File: src/rtl/tcdm_responder_stub.sv
// tcdm_responder_stub
//   Synthetic TCDM endpoint for one traffic-generator TCDM port. Every accepted request travels
//   through a fixed-latency delay line and then lands in a first-word fall-through response FIFO.
//   Requests are credit-limited: no more than FifoDepth may be outstanding, so the FIFO can never
//   overflow.
//
// Ports
//   clk_i, rst_i                 clock, synchronous active-high reset
//   tcdm_req_valid_i/ready_o     request handshake (ready = credit available)
//   tcdm_req_addr_i/wen_i/id_i   request fields; wdata_i is accepted but not stored
//   tcdm_resp_valid_o/ready_i    response handshake
//   tcdm_resp_rdata_o/id_o       head-of-FIFO response (zero while no response is pending)
//   num_req_o, num_resp_o        wrapping counts of accepted requests / delivered responses
module tcdm_responder_stub #(
  parameter int unsigned          IdWidth     = 10,
  parameter int unsigned          AddrWidth   = 32,
  parameter int unsigned          DataWidth   = 32,
  parameter int unsigned          Latency     = 2,
  parameter int unsigned          FifoDepth   = 4,
  parameter logic [DataWidth-1:0] DataPattern = 32'hA5A5A5A5
) (
  input  logic                 clk_i,
  input  logic                 rst_i,
  input  logic                 tcdm_req_valid_i,
  output logic                 tcdm_req_ready_o,
  input  logic [AddrWidth-1:0] tcdm_req_addr_i,
  input  logic                 tcdm_req_wen_i,
  input  logic [DataWidth-1:0] tcdm_req_wdata_i,
  input  logic [IdWidth-1:0]   tcdm_req_id_i,
  output logic                 tcdm_resp_valid_o,
  input  logic                 tcdm_resp_ready_i,
  output logic [DataWidth-1:0] tcdm_resp_rdata_o,
  output logic [IdWidth-1:0]   tcdm_resp_id_o,
  output logic [31:0]          num_req_o,
  output logic [31:0]          num_resp_o
);

  localparam int unsigned CntW = $clog2(FifoDepth + 1);
  localparam int unsigned PtrW = (FifoDepth > 1) ? $clog2(FifoDepth) : 1;

  if (Latency < 1 || FifoDepth < 1 || (FifoDepth & (FifoDepth - 1)) != 0) begin : g_param_err
    $error("tcdm_responder_stub: need Latency>=1 and FifoDepth a power of 2 >= 1");
  end

  // ---------------------------------------------------------------------------------------------
  // Handshakes and credit
  // ---------------------------------------------------------------------------------------------
  logic [CntW-1:0] r_outstanding;
  logic [CntW-1:0] w_outstanding_d;
  logic [CntW-1:0] r_count;
  logic [CntW-1:0] w_count_d;
  logic            w_accept;
  logic            w_resp_hs;
  logic            w_push;
  logic            w_empty;
  logic            w_full;

  assign tcdm_req_ready_o = (r_outstanding < CntW'(FifoDepth));
  assign w_accept         = tcdm_req_valid_i & tcdm_req_ready_o;
  assign w_empty          = (r_count == '0);
  assign w_full           = (r_count == CntW'(FifoDepth));
  assign w_resp_hs        = ~w_empty & tcdm_resp_ready_i;

  // Write data is not modelled; upper address bits may be dropped when AddrWidth > DataWidth.
  logic w_unused;
  assign w_unused = ^{tcdm_req_wdata_i, tcdm_req_addr_i};

  always_comb begin
    w_outstanding_d = r_outstanding;
    unique case ({w_accept, w_resp_hs})
      2'b10:   w_outstanding_d = r_outstanding + 1'b1;
      2'b01:   w_outstanding_d = r_outstanding - 1'b1;
      default: w_outstanding_d = r_outstanding;
    endcase
  end

  always_ff @(posedge clk_i) begin
    if (rst_i) begin
      r_outstanding <= '0;
    end else begin
      r_outstanding <= w_outstanding_d;
    end
  end

  // ---------------------------------------------------------------------------------------------
  // Fixed-latency delay line (never stalls; the credit bound makes room in the FIFO)
  // ---------------------------------------------------------------------------------------------
  logic [DataWidth-1:0] w_addr_ext;
  logic [DataWidth-1:0] w_stage0_data;

  if (AddrWidth >= DataWidth) begin : g_addr_trunc
    assign w_addr_ext = tcdm_req_addr_i[DataWidth-1:0];
  end else begin : g_addr_zext
    assign w_addr_ext = {{(DataWidth - AddrWidth){1'b0}}, tcdm_req_addr_i};
  end

  assign w_stage0_data = tcdm_req_wen_i ? '0 : (w_addr_ext ^ DataPattern);

  logic [Latency-1:0]   r_pipe_valid;
  logic [IdWidth-1:0]   r_pipe_id   [Latency];
  logic [DataWidth-1:0] r_pipe_data [Latency];

  always_ff @(posedge clk_i) begin
    if (rst_i) begin
      r_pipe_valid <= '0;
      for (int i = 0; i < Latency; i++) begin
        r_pipe_id[i]   <= '0;
        r_pipe_data[i] <= '0;
      end
    end else begin
      r_pipe_valid[0] <= w_accept;
      r_pipe_id[0]    <= tcdm_req_id_i;
      r_pipe_data[0]  <= w_stage0_data;
      for (int i = 1; i < Latency; i++) begin
        r_pipe_valid[i] <= r_pipe_valid[i-1];
        r_pipe_id[i]    <= r_pipe_id[i-1];
        r_pipe_data[i]  <= r_pipe_data[i-1];
      end
    end
  end

  assign w_push = r_pipe_valid[Latency-1];

  // ---------------------------------------------------------------------------------------------
  // Response FIFO, first-word fall-through
  // ---------------------------------------------------------------------------------------------
  logic [IdWidth-1:0]   r_mem_id   [FifoDepth];
  logic [DataWidth-1:0] r_mem_data [FifoDepth];
  logic [PtrW-1:0]      r_wr_ptr;
  logic [PtrW-1:0]      r_rd_ptr;

  function automatic logic [PtrW-1:0] ptr_inc(input logic [PtrW-1:0] p);
    return (p == PtrW'(FifoDepth - 1)) ? '0 : p + 1'b1;
  endfunction

  always_comb begin
    w_count_d = r_count;
    unique case ({w_push, w_resp_hs})
      2'b10:   w_count_d = r_count + 1'b1;
      2'b01:   w_count_d = r_count - 1'b1;
      default: w_count_d = r_count;
    endcase
  end

  always_ff @(posedge clk_i) begin
    if (rst_i) begin
      r_wr_ptr <= '0;
      r_rd_ptr <= '0;
      r_count  <= '0;
    end else begin
      if (w_push)    r_wr_ptr <= ptr_inc(r_wr_ptr);
      if (w_resp_hs) r_rd_ptr <= ptr_inc(r_rd_ptr);
      r_count <= w_count_d;
    end
  end

  // Storage needs no reset: entries are only visible through the count.
  always_ff @(posedge clk_i) begin
    if (w_push) begin
      r_mem_id[r_wr_ptr]   <= r_pipe_id[Latency-1];
      r_mem_data[r_wr_ptr] <= r_pipe_data[Latency-1];
    end
  end

  assign tcdm_resp_valid_o = ~w_empty;
  assign tcdm_resp_id_o    = w_empty ? '0 : r_mem_id[r_rd_ptr];
  assign tcdm_resp_rdata_o = w_empty ? '0 : r_mem_data[r_rd_ptr];

  // ---------------------------------------------------------------------------------------------
  // Event counters
  // ---------------------------------------------------------------------------------------------
  logic [31:0] r_num_req;
  logic [31:0] r_num_resp;

  always_ff @(posedge clk_i) begin
    if (rst_i) begin
      r_num_req  <= '0;
      r_num_resp <= '0;
    end else begin
      if (w_accept)  r_num_req  <= r_num_req + 32'd1;
      if (w_resp_hs) r_num_resp <= r_num_resp + 32'd1;
    end
  end

  assign num_req_o  = r_num_req;
  assign num_resp_o = r_num_resp;

  // Outstanding credit covers delay line plus FIFO, so a full FIFO never sees a push.
  assert property (@(posedge clk_i) disable iff (rst_i) !(w_push && w_full));

endmodule
File: config.mk
export PLATFORM = sky130hd
export DESIGN_NAME = tcdm_responder_stub
export DESIGN_NICKNAME = d
export VERILOG_FILES = /design/src/rtl/tcdm_responder_stub.sv
export SDC_FILE = /design/constraint.sdc
export NUM_CORES = 1
export LEC_CHECK = 0
export BUFFER_PORTS_ARGS = -buffer_cell sky130_fd_sc_hd__buf_2
export CORE_MARGIN = 4
export CORE_UTILIZATION = 48
export DETAILED_ROUTE_END_ITERATION = 6
export PLACE_DENSITY_LB_ADDON = 0.1
export SETUP_SLACK_MARGIN = 0.5
export SLEW_MARGIN = 20
export SYNTH_ARGS = -nofsm -noshare
export SYNTH_HDL_FRONTEND = slang
export SYNTH_SLANG_ARGS = --single-unit
File: constraint.sdc
create_clock -name clk_i -period 2.4 [get_ports clk_i]
set_clock_uncertainty 0.2 [all_clocks]
set_input_delay 0 -clock clk_i [delete_from_list [all_inputs] [get_ports clk_i]]
set_output_delay 0 -clock clk_i [all_outputs]
set_load 0.02 [all_outputs]
==> qor.txt <==
first-pass iteration count of the detailed router: 4
total CTS buffers: 35
critical path depth: 4
syn_area_per_cell: 13.9 sq um
GR Util met1: 24.2%
top post-synthesis cells by area: edfxtp_1, dfxtp_1, mux4_2, nor2b_1, a21oi_1
fillers: 1872
CP max stage cell: mux4_2
FF/Latch Area: 8430 sq um
worst reg2reg setup slack: 0.28 ns
dpl cell area: 13800 sq um
DR vias: 8237
Syn Nets: 977
crit-path max FO: 17
share of cells above drive strength 1: 38.1%
Hold Path Depth: 3
run status: complete, no violations
vias in the first global route: 8304
Slew @ Worst Pin: 0.592 ns
initial antenna violation count: 1
Sink Count: 330
largest family of logic cells by synthesized area: simple AND/OR/NAND/NOR gates
fin nets: 1288
Mapped Area: 12300 sq um
all-layer global routing usage: 18.6%
Synth Instances: 887
ys flop type: edfxtp_1
Final Util: 66.1%
deepest level of the CTS H-tree: 2
RSZ-0062 raised after global routing: true
gr ovfl total: 0
simple-gate share of the synthesized area: 15.1%
crit end category: primary output
# setup viols final: 0
Synth Area in XOR/XNOR: 1.57%
CTS tree: built
DRT iter0 DRCs: 384
Reg-to-Reg Start: r_count[0]$_SDFFE_PP0P_
Setup WS post-layout: 0.240 ns
area growth from synthesis to layout: 35.4%
core area: 25200 sq um
IO Pins: 187
# DRC: 0
number of flops mapped to enable cells by yosys: 168
Power Density: 850 nW/um^2
library cells used by synthesis: 44
ys async rst share: 0%
grt met2 use: 32.6%
Pwr Total: 14100 uW
Worst-Skew Late Latency: 0.50 ns
Fmax: 463 MHz
largest net degree at the start of global routing: 51
Synth Area in Adders: 1.24%
worst rel slew slack: 60.5%
WL final: 27200 microns
clk slew on worst S/H paths: 0.06 ns
met3 usage: 3.45%
YS warnings: 0
Leak: 0.00621 uW
mux share of post-synthesis cell area: 8.14%
critical path cell sequence: buf_12, mux4_2, nor2b_1, buf_2
global-route wire length before repair: 42700 microns
post-place setup slack: 0.158 ns
num rows: 58
Max clock buf depth: 3
die area: 28200 sq um
Synth Area in Compound Gates: 4.36%
area leader, netlist: edfxtp_1
Synth Register Bits: 330
fin crit share: 90.0%
Fin. Hold Viols: 0
multi-input logic area: 4250 sq um
Initial Utilization: 48.8%
sequential share of the synthesized area: 67.4%
crit path capture: tcdm_resp_rdata_o[7]
antenna-violating nets left: 0
WP buf/inv: 2
Worst path max stage delay: 0.53 ns
kind of critical path: flop to primary output
Die W: 168 microns
HPWL after detailed placement: 15500 microns
max-cap viol count: 0
Routability Congestion: 0.775
Slew Viols, Final: 0
Synth top area share: 41.0%
Via-to-Cell Ratio: 5.29
WP data required: 2.20 ns
min Tclk post-route: 2.16 ns
TNS Setup: 0 ns
Post-Layout Inst Area: 16600 sq um
CP arrival: 1.96 ns
cell depth of the worst flop-to-flop path: 5
IO Port Bufs: 154
gr busiest metal: met2
startpoint types: flop
worst reg2reg endpoint: num_resp_o[26]$_SDFFE_PP0P_
post-DR wirelength/cell: 17.5 microns
CP delay by family, top: multiplexers
Root Buffer: clkbuf_16
Die H: 168 microns
worst min-delay path class: input pin to flop
Max VDD drop: 0.000567 V
==> per-stage QoR <==
step | std cells | hold slack, ns
2_1_floorplan | 887 | -0.128
3_5_place_dp | 1352 | -0.0394
3_3_place_gp | 1352 | -0.0423
4_1_cts | 1542 | 0.0242
5_1_grt | 1556 | 0.0419
6_report | 1556 | 0.0473
==> cell usage after synthesis (2+ instances only) <==
cell and n:
clkbuf_8 2, nor3_1 6, nor4_1 10, a21oi_1 50
and2_1 21, edfxtp_1 168, dfxtp_1 162, buf_1 2
nand3_1 15, or3_1 19, mux4_2 42, or3_2 2
mux2_2 4, buf_2 6, fa_1 2, o21ai_0 17
or4_1 26, or2_2 2, and4_1 5, nand2_1 35
ha_1 9, and3_1 7, xor2_1 10, nand4_1 17
clkbuf_1 30, inv_1 19, o31ai_1 23, xnor2_1 12
nor2_1 50, nor2b_1 100
==> registers in the layout, indices dropped and copies added, names as in the netlist, named ones only <==
register	count
num_req_o	32
num_resp_o	32
r_count	3
r_mem_data	128
r_mem_id	40
r_outstanding	3
r_pipe_data	64
r_pipe_id	20
r_pipe_valid	2
r_rd_ptr	2
r_wr_ptr	2
==> how the worst min path moves through the flow <==
stage / start / endpoint
6_report: tcdm_req_id_i[1] / r_pipe_id[0][1]$_SDFF_PP0_
3_5_place_dp: tcdm_req_addr_i[2] / r_pipe_data[0][2]$_SDFF_PP0_
2_1_floorplan: tcdm_req_addr_i[0] / r_pipe_data[0][0]$_SDFF_PP0_
4_1_cts: tcdm_req_id_i[4] / r_pipe_id[0][4]$_SDFF_PP0_
5_1_grt: tcdm_req_id_i[1] / r_pipe_id[0][1]$_SDFF_PP0_
3_3_place_gp: tcdm_req_addr_i[7] / r_pipe_data[0][7]$_SDFF_PP0_
==> layout make-up <==
class	count	area share (%)
Multi-Input combinational cell	499	25.6
Clock inverter	13	0.684
Inverter	19	0.444
Sequential cell	330	50.6
Clock buffer	51	6.05
Timing Repair Buffer	313	14.1
Antenna cell	1	0.0150
Tap cell	330	2.48
==> cell families after synthesis <==
kind of cell | count (synthesis)
simple gates | 324
compound gates | 93
flops | 330
xor+xnor | 22
mux | 47
fa+ha+maj | 11
buf+inv | 60
==> tightest hold or removal path, cell delays in order <==
cell	delay, ns
dlygate4sd3_1	0.52
buf_2	0.09
nor2b_1	0.10
==> routing by layer <==
metal  vias up  wire length (microns)  share of wire (%)
li1       3915                      -                  -
met3        53                   1230                4.5
met4         0                    555                2.0
met2       173                  13700                 50
met1      4096                  11700                 43
met5         -                      0                  0
==> where the power goes <==
part           leakage [uW]  switching, uW  internal (uW)
clock network      0.000549           2110           3050
registers           0.00289            138           6060
logic               0.00277           1500           1280
==> placed cells by master (no fill, tap or decap), types with 33 or more instances in the layout <==
| cell type | synthesis | routed |
|---|---|---|
| mux4_2 | 42 | 42 |
| clkbuf_16 | 0 | 37 |
| dfxtp_1 | 162 | 113 |
| dlygate4sd3_1 | 0 | 90 |
| buf_4 | 0 | 50 |
| edfxtp_1 | 168 | 168 |
| buf_2 | 6 | 153 |
| a21oi_1 | 50 | 33 |
| nor2_1 | 50 | 49 |
| nor2b_1 | 100 | 99 |
==> timing repair <==
action	4_1_cts	5_1_grt
gates cloned	2	1
pin swaps	37	31
endpoints found under the setup margin	84	96
setup buffers	34	12
gates resized for setup	35	63
endpoints found under the hold margin	134	0
hold buffers	90	0
(Power assumes the default switching activity.)
